--- config.mk ---
export PLATFORM = sky130hd
export DESIGN_NAME = fetch_pc_ctrl
export DESIGN_NICKNAME = d
export VERILOG_FILES = /design/src/rtl/fetch_pc_ctrl.sv
export SDC_FILE = /design/constraint.sdc
export NUM_CORES = 1
export LEC_CHECK = 0
export BUFFER_PORTS_ARGS = -buffer_cell sky130_fd_sc_hd__buf_2
export CAP_MARGIN = 20
export CORE_MARGIN = 2
export CORE_UTILIZATION = 40
export CTS_BUF_LIST = sky130_fd_sc_hd__clkbuf_16
export CTS_CLUSTER_SIZE = 14
export DETAILED_ROUTE_END_ITERATION = 7
export GPL_ROUTABILITY_DRIVEN = 0
export PLACE_DENSITY = 0.74
export SLEW_MARGIN = 20
export SYNTH_ARGS = -nofsm -noshare
export SYNTH_HDL_FRONTEND = slang
export SYNTH_SLANG_ARGS = --single-unit
--- constraint.sdc ---
create_clock -name clk -period 3 [get_ports clk]
set_input_delay 0 -clock clk [delete_from_list [all_inputs] [get_ports clk]]
set_output_delay 0 -clock clk [all_outputs]
set_load 0.02 [all_outputs]
--- src/rtl/fetch_pc_ctrl.sv ---
// rtl/fetch_pc_ctrl.sv - program counter and instruction-fetch controller
module fetch_pc_ctrl #(
   parameter logic [15:0] RESET_PC = 16'h0000,
   parameter int unsigned MAX_WAIT = 8
) (
   input  logic        clk,
   input  logic        rst_n,
   input  logic        start,
   input  logic        halt,
   input  logic        branch_req,
   output logic [15:0] seq_addr,
   output logic        mux_sel,
   output logic        mux_en,
   input  logic [15:0] mux_out,
   output logic [15:0] mem_addr,
   output logic        mem_req,
   input  logic        mem_ack,
   input  logic [15:0] mem_rdata,
   output logic [15:0] instr,
   output logic        instr_valid,
   input  logic        instr_ready,
   output logic [15:0] pc,
   output logic        timeout_err
);

   typedef enum logic [1:0] {
      ST_IDLE = 2'b00,
      ST_REQ  = 2'b01,
      ST_HOLD = 2'b10
   } state_t;

   // Counter compare is done one bit wider so MAX_WAIT=255 cannot overflow.
   localparam logic [8:0] WAIT_LIMIT = 9'(MAX_WAIT);

   state_t      state_q, state_d;
   logic [15:0] pc_q, pc_d;
   logic [15:0] instr_q, instr_d;
   logic        instr_valid_q, instr_valid_d;
   logic        mem_req_q, mem_req_d;
   logic        timeout_q, timeout_d;
   logic [7:0]  wait_q, wait_d;

   logic [8:0]  wait_inc;
   logic        consume;

   assign wait_inc = {1'b0, wait_q} + 9'd1;

   // The instruction is consumed in the single HOLD cycle where downstream is ready;
   // this is the only cycle the next-address mux is enabled and its output trusted.
   assign consume  = (state_q == ST_HOLD) && instr_valid_q && instr_ready;
   assign mux_en   = consume;
   assign mux_sel  = consume && branch_req;

   assign seq_addr    = pc_q + 16'd1;
   assign mem_addr    = pc_q;
   assign mem_req     = mem_req_q;
   assign instr       = instr_q;
   assign instr_valid = instr_valid_q;
   assign pc          = pc_q;
   assign timeout_err = timeout_q;

   // Next-state and next-output computation for the IDLE/REQ/HOLD fetch sequence.
   always_comb begin
      state_d       = state_q;
      pc_d          = pc_q;
      instr_d       = instr_q;
      instr_valid_d = instr_valid_q;
      mem_req_d     = mem_req_q;
      timeout_d     = timeout_q;
      wait_d        = wait_q;

      case (state_q)
         ST_IDLE: begin
            mem_req_d     = 1'b0;
            instr_valid_d = 1'b0;
            wait_d        = 8'd0;
            if (start && !halt) begin
               state_d   = ST_REQ;
               mem_req_d = 1'b1;
               timeout_d = 1'b0;
            end
         end

         ST_REQ: begin
            if (mem_ack) begin
               // An ack on the cycle the limit is reached still wins over the timeout.
               instr_d       = mem_rdata;
               instr_valid_d = 1'b1;
               mem_req_d     = 1'b0;
               wait_d        = 8'd0;
               state_d       = ST_HOLD;
            end else if (wait_inc >= WAIT_LIMIT) begin
               timeout_d = 1'b1;
               mem_req_d = 1'b0;
               wait_d    = 8'd0;
               state_d   = ST_IDLE;
            end else begin
               wait_d = wait_inc[7:0];
            end
         end

         ST_HOLD: begin
            if (consume) begin
               pc_d          = mux_out;
               instr_valid_d = 1'b0;
               wait_d        = 8'd0;
               if (halt) begin
                  mem_req_d = 1'b0;
                  state_d   = ST_IDLE;
               end else begin
                  mem_req_d = 1'b1;
                  state_d   = ST_REQ;
               end
            end
         end

         default: begin
            // Unreachable encodings fall back to a quiet IDLE.
            state_d       = ST_IDLE;
            mem_req_d     = 1'b0;
            instr_valid_d = 1'b0;
            wait_d        = 8'd0;
         end
      endcase
   end

   // State and registered outputs; reset abandons any outstanding request.
   always_ff @(posedge clk or negedge rst_n) begin
      if (!rst_n) begin
         state_q       <= ST_IDLE;
         pc_q          <= RESET_PC;
         instr_q       <= 16'h0000;
         instr_valid_q <= 1'b0;
         mem_req_q     <= 1'b0;
         timeout_q     <= 1'b0;
         wait_q        <= 8'd0;
      end else begin
         state_q       <= state_d;
         pc_q          <= pc_d;
         instr_q       <= instr_d;
         instr_valid_q <= instr_valid_d;
         mem_req_q     <= mem_req_d;
         timeout_q     <= timeout_d;
         wait_q        <= wait_d;
      end
   end

endmodule

Word level (Yosys, flattened, before mapping)

Index checks and enable logic that the tools add are counted.

Add/subtract/negate cells: 2
Magnitude comparators: 1
Equal/unequal tests: 8
Muxes and demuxes: 23
Reductions and logical operators: 13

Operators with widths:

| kind                                                | count |
|---|---|
| 2-to-1 mux 8 bit                                    | 3 |
| adder 16 x 1 -> 16 bit, second input constant       | 1 |
| case mux 8 bit (2 select lines)                     | 1 |
| 2-to-1 mux 1 bit                                    | 11 |
| != test 2 bit, second input constant                | 5 |
| adder 8 x 1 -> 9 bit, second input constant         | 1 |
| >= comparator 9 x 4 -> 1 bit, second input constant | 1 |
| 2-to-1 mux 2 bit                                    | 4 |
| AND reduction 2 bit                                 | 4 |
| case mux 2 bit (3 select lines)                     | 1 |
| logical AND 1 bit                                   | 4 |
| case mux 1 bit (2 select lines)                     | 2 |
| AND reduction 4 bit                                 | 1 |
| != test 3 bit, second input constant                | 1 |
| case mux 1 bit (3 select lines)                     | 1 |
| AND reduction 3 bit                                 | 1 |
| equality test 2 x 1 -> 1 bit, second input constant | 1 |
| equality test 2 bit, second input constant          | 1 |
| zero test 2 bit                                     | 1 |
| nonzero test 2 bit                                  | 1 |
| zero test 1 bit                                     | 1 |

Bits in registers: 45
Input bits: 39
Output and inout port bits: 69
Logic and storage cells: 54

Depth between registers and ports, before layout

Depth in word-level cells: 5
Gate-level depth with buffers: 6

Worst setup path after synthesis

OpenSTA, ideal clock, no wires.

Path type: flip-flop to flip-flop
Start: reg wait_q[0]
End: reg wait_q[0]
Library setup time: 0.074 ns
Arrival: 1.688 ns
Path slack: 1.238 ns
Cell stages (with the launch flop): 7
Cell sequence: dfrtp_1 > ha_1 > or4b_4 > o211ai_2 > nand4_2 > or2_4 > o21ai_2

Word-level cells in the longest chain between the ends: 5

RTL lines:

| element                           | RTL line | source |
|---|---|---|
| start: declaration                | 41       | `logic [7:0] wait_q, wait_d;` |
| start signal: assignment          | 144      | `wait_q <= wait_d;` |
| adder 8 x 1 -> 9 bit *            | 46       | `assign wait_inc = {1'b0, wait_q} + 9'd1;` |
| >= comparator 9 x 4 -> 1 bit      | 92       | `end else if (wait_inc >= WAIT_LIMIT) begin` |
| 2-to-1 mux 8 bit *                | 92       |  |
| 2-to-1 mux 8 bit *                | 85       | `if (mem_ack) begin` |
| case mux 8 bit (2 select lines) * | 72       | `case (state_q)` |

Mark *: on every way between the ends. The rest lies on a longest branch, timed or not.
A chain may end at the register's enable or synchronous reset.

Final worst setup path

Same ends and word-level chain as after synthesis.

==> qor.csv <==
stage,metric,value,unit
pwr,finalPower,3.066,mW
clock_tree,tritoncts,yes,
synth,syn-cell-area,2197,um^2
finish,diodes,0,
route,dr_total_vias,1775,
route,drtIter0Drc,43,
clock_tree,cts_resized,0,
place,port_buffers,107,
finish,multi_input_area,914.6,um^2
finish,nNetsFinal,352,
sta,grt_setup_unrepaired,false,
hold_path,min_from,start,
pwr,powerDensity,956.3,nW/um^2
die,start_util,42.21,%
clock_tree,clock-sinks,45,
worst_setup_path,crit_type,reg2reg,
synth,synth_cell_type_count,37,
worst_setup_path,max_stage_delay,0.49,ns
route,final_antenna_net_count,0,
synth,synthArstFlopShare,100.0,%
pwr,ir_drop,0.4920,mV
worst_setup_path,end_kind,register,
die,die_w,78.12,um
finish,fin_util,61.59,%
global_routing,grt_max_degree,46,
finish,fill_cells,426,
global_routing,grt_pass1_vias,1744,
synth,ys_seq_elements,45,
synth,synth_ff_type,dfrtp_1,
route,vias_per_cell,4.659,
worst_setup_path,required,3.21,ns
worst_setup_path,cp-startpoint,wait_q[0]$_DFFE_PN0P_,
synth,synth_edf_count,0,
place,dpl.hpwl,3249,um
synth,yosysSeqAreaShare,51.25,%
route,post_drt_wl_per_cell,12.80,um
clock_tree,htree_levels,2,
route,drtPass1Iterations,4,
sta,drv_slew,0,
synth,avgSynthCellArea,12.21,um^2
finish,drive_above_1_share,50.16,%
synth,synthCells,180,
synth,ys_warn_count,0,
clock_tree,holdBufCountCts,35,
worst_setup_path,r2r_start,wait_q[0]$_DFFE_PN0P_,
sta,max_freq,0.5359,GHz
die,die_y,78.12,um
route,totalWireLength,4876,um
clock_tree,cts_root_buf,clkbuf_16,
hold_path,hp-class,in2reg,
finish,final-seq-area,1126,um^2
sta,setup_viol,0,
sta,post-route-min-period,1.866,ns
sta,hold_violations,0,
global_routing,grtUsageTotal,16.09,%
clock_tree,clockBufferDepth,2,
worst_setup_path,crit_arrival,2.08,ns
route,drc,0,
worst_setup_path,crit_path_start_kind,register,
global_routing,grt_overflow,0,
worst_setup_path,crit_fanout,6,
die,fp.coreArea,5205,um^2
global_routing,antenna_found_initial,0,
synth,syn_nets,222,
clock_tree,clock_latency,0.28,ns
sta,max_slew_margin,54.75,%
outcome,status,completed,
die,ios,108,
clock_tree,path_clk_slew,0.06,ns
die,dieArea,6102,um^2
worst_setup_path,timing.critical_path.cells,"ha_1, or4b_4, o211ai_2, nand4_2, or2_4, o21ai_2",
die,std_cell_rows,26,
pwr,power_leakage,1.667,nW
worst_setup_path,crit_path_top_delay_cell,or4b_4,
sta,tns,0,ns
clock_tree,cts_setup_buffers,0,
run,maxCapViolations,0,
sta,finalCritPeriodShare,62.20,%
sta,worst_slew_pin_slew,0.6771,ns
sta,skew,0.004841,ns
worst_setup_path,r2r_slack,1.13,ns
global_routing,grt_pass1_wl,7914,um
finish,syn_to_final_growth,45.90,%
clock_tree,numCtsBuffers,5,
[cell usage in the layout (no fill, tap or decap), types with 2 or more instances in the layout]
master / n
a21o_1: 2
and2_1: 5
and3_1: 3
and4_1: 2
buf_2: 106
buf_4: 2
clkbuf_16: 5
dfrtp_1: 45
dlygate4sd3_1: 35
ha_1: 3
inv_1: 6
mux2_2: 32
nand2_1: 9
nand2b_1: 2
nand3_1: 5
nand4_1: 4
nor2_1: 4
nor2b_1: 2
o21ai_0: 5
o21ai_2: 2
xnor2_1: 11
xor2_1: 3
[sequential cells by signal (all words and copies together), names as in the netlist]
name and flops:
state_q 2, instr 16, mem_req 1, timeout_err 1, wait_q 8, mem_addr 16, instr_valid 1
[critical path, delay by kind of cell (launching register included)]
family | cells | cell delay [ns]
adder cells (fa/ha/maj) | 1 | 0.26
AND/OR/NAND/NOR | 3 | 0.93
AO/OA/AOI/OAI | 2 | 0.18
flip-flops | 1 | 0.44
[routing by layer]
layer  track usage (%)  part of all wire (%)
met5                 0                     0
met4             3.158                  0.21
met3             5.172                   8.0
met2             29.05                    50
met1             18.79                    42
[Yosys cell counts, types with 3 or more instances]
master / instances / share of area [%]
and2_1: 5 / 1.4
buf_4: 16 / 5.5
inv_1: 5 / 0.85
xor2_1: 3 / 1.2
ha_1: 3 / 1.7
nor2_1: 4 / 0.68
nand2_1: 9 / 1.5
dfrtp_1: 45 / 51
nand3_1: 5 / 1.1
o21ai_0: 5 / 1.1
mux2_2: 32 / 16
nand4_1: 4 / 1.1
and3_1: 3 / 0.85
xnor2_1: 11 / 4.4
[worst paths after layout]
check	to	cells past startpoint
worst max-delay path	wait_q[0]$_DFFE_PN0P_	6
worst min-delay path	timeout_err$_DFFE_PN0P_	3
worst max register to register	wait_q[0]$_DFFE_PN0P_	6
worst min register to register	mem_req$_DFFE_PN0P_	1
max in group asynchronous	mem_addr[2]$_DFFE_PN0P_	2
min in group asynchronous	instr[14]$_DFFE_PN0P_	2
[where the power goes]
part | leakage [nW] | switching [mW] | total, mW | internal, mW
Combinational | 1.01 | 0.835 | 1.42 | 0.584
Clock | 0.0826 | 0.206 | 0.593 | 0.386
Sequential | 0.576 | 0.219 | 1.05 | 0.835
Total | 1.67 | 1.26 | 3.07 | 1.81
[final cells by class]
type | instances | share of cell area [%]
clock inverter | 3 | 1.171
sequential | 45 | 35.13
multi-input combinational | 110 | 28.53
clock buffer | 5 | 3.903
timing repair buffer | 143 | 27.95
tap | 70 | 2.732
inverter | 5 | 0.5855
[cell families (layout without fill, tap and decap cells)]
group           count (synthesis)  after routing  synth area share [%]
simple gates                   46             46                 12.93
flops                          45             45                 51.25
buf+inv                        25            156                 7.119
fa+ha+maj                       3              3                 1.709
xor+xnor                       14             14                 5.581
compound gates                 15             15                 5.012
mux                            32             32                 16.40
[stage by stage]
| step | hold slack [ns] | setup slack, ns | instances | instance area, um^2 |
|---|---|---|---|---|
| CTS | 0.02846 | 1.112 | 381 | 3203 |
| global placement | 0.2199 | 1.172 | 338 | 2690 |
| detailed placement | 0.2200 | 1.127 | 338 | 2690 |
| finish | 0.03225 | 1.134 | 381 | 3206 |
| floorplan | -0.2956 | 1.238 | 180 | 2197 |
| global route | 0.06395 | 1.014 | 381 | 3206 |
Note: power is estimated with default switching activity, not from simulation.
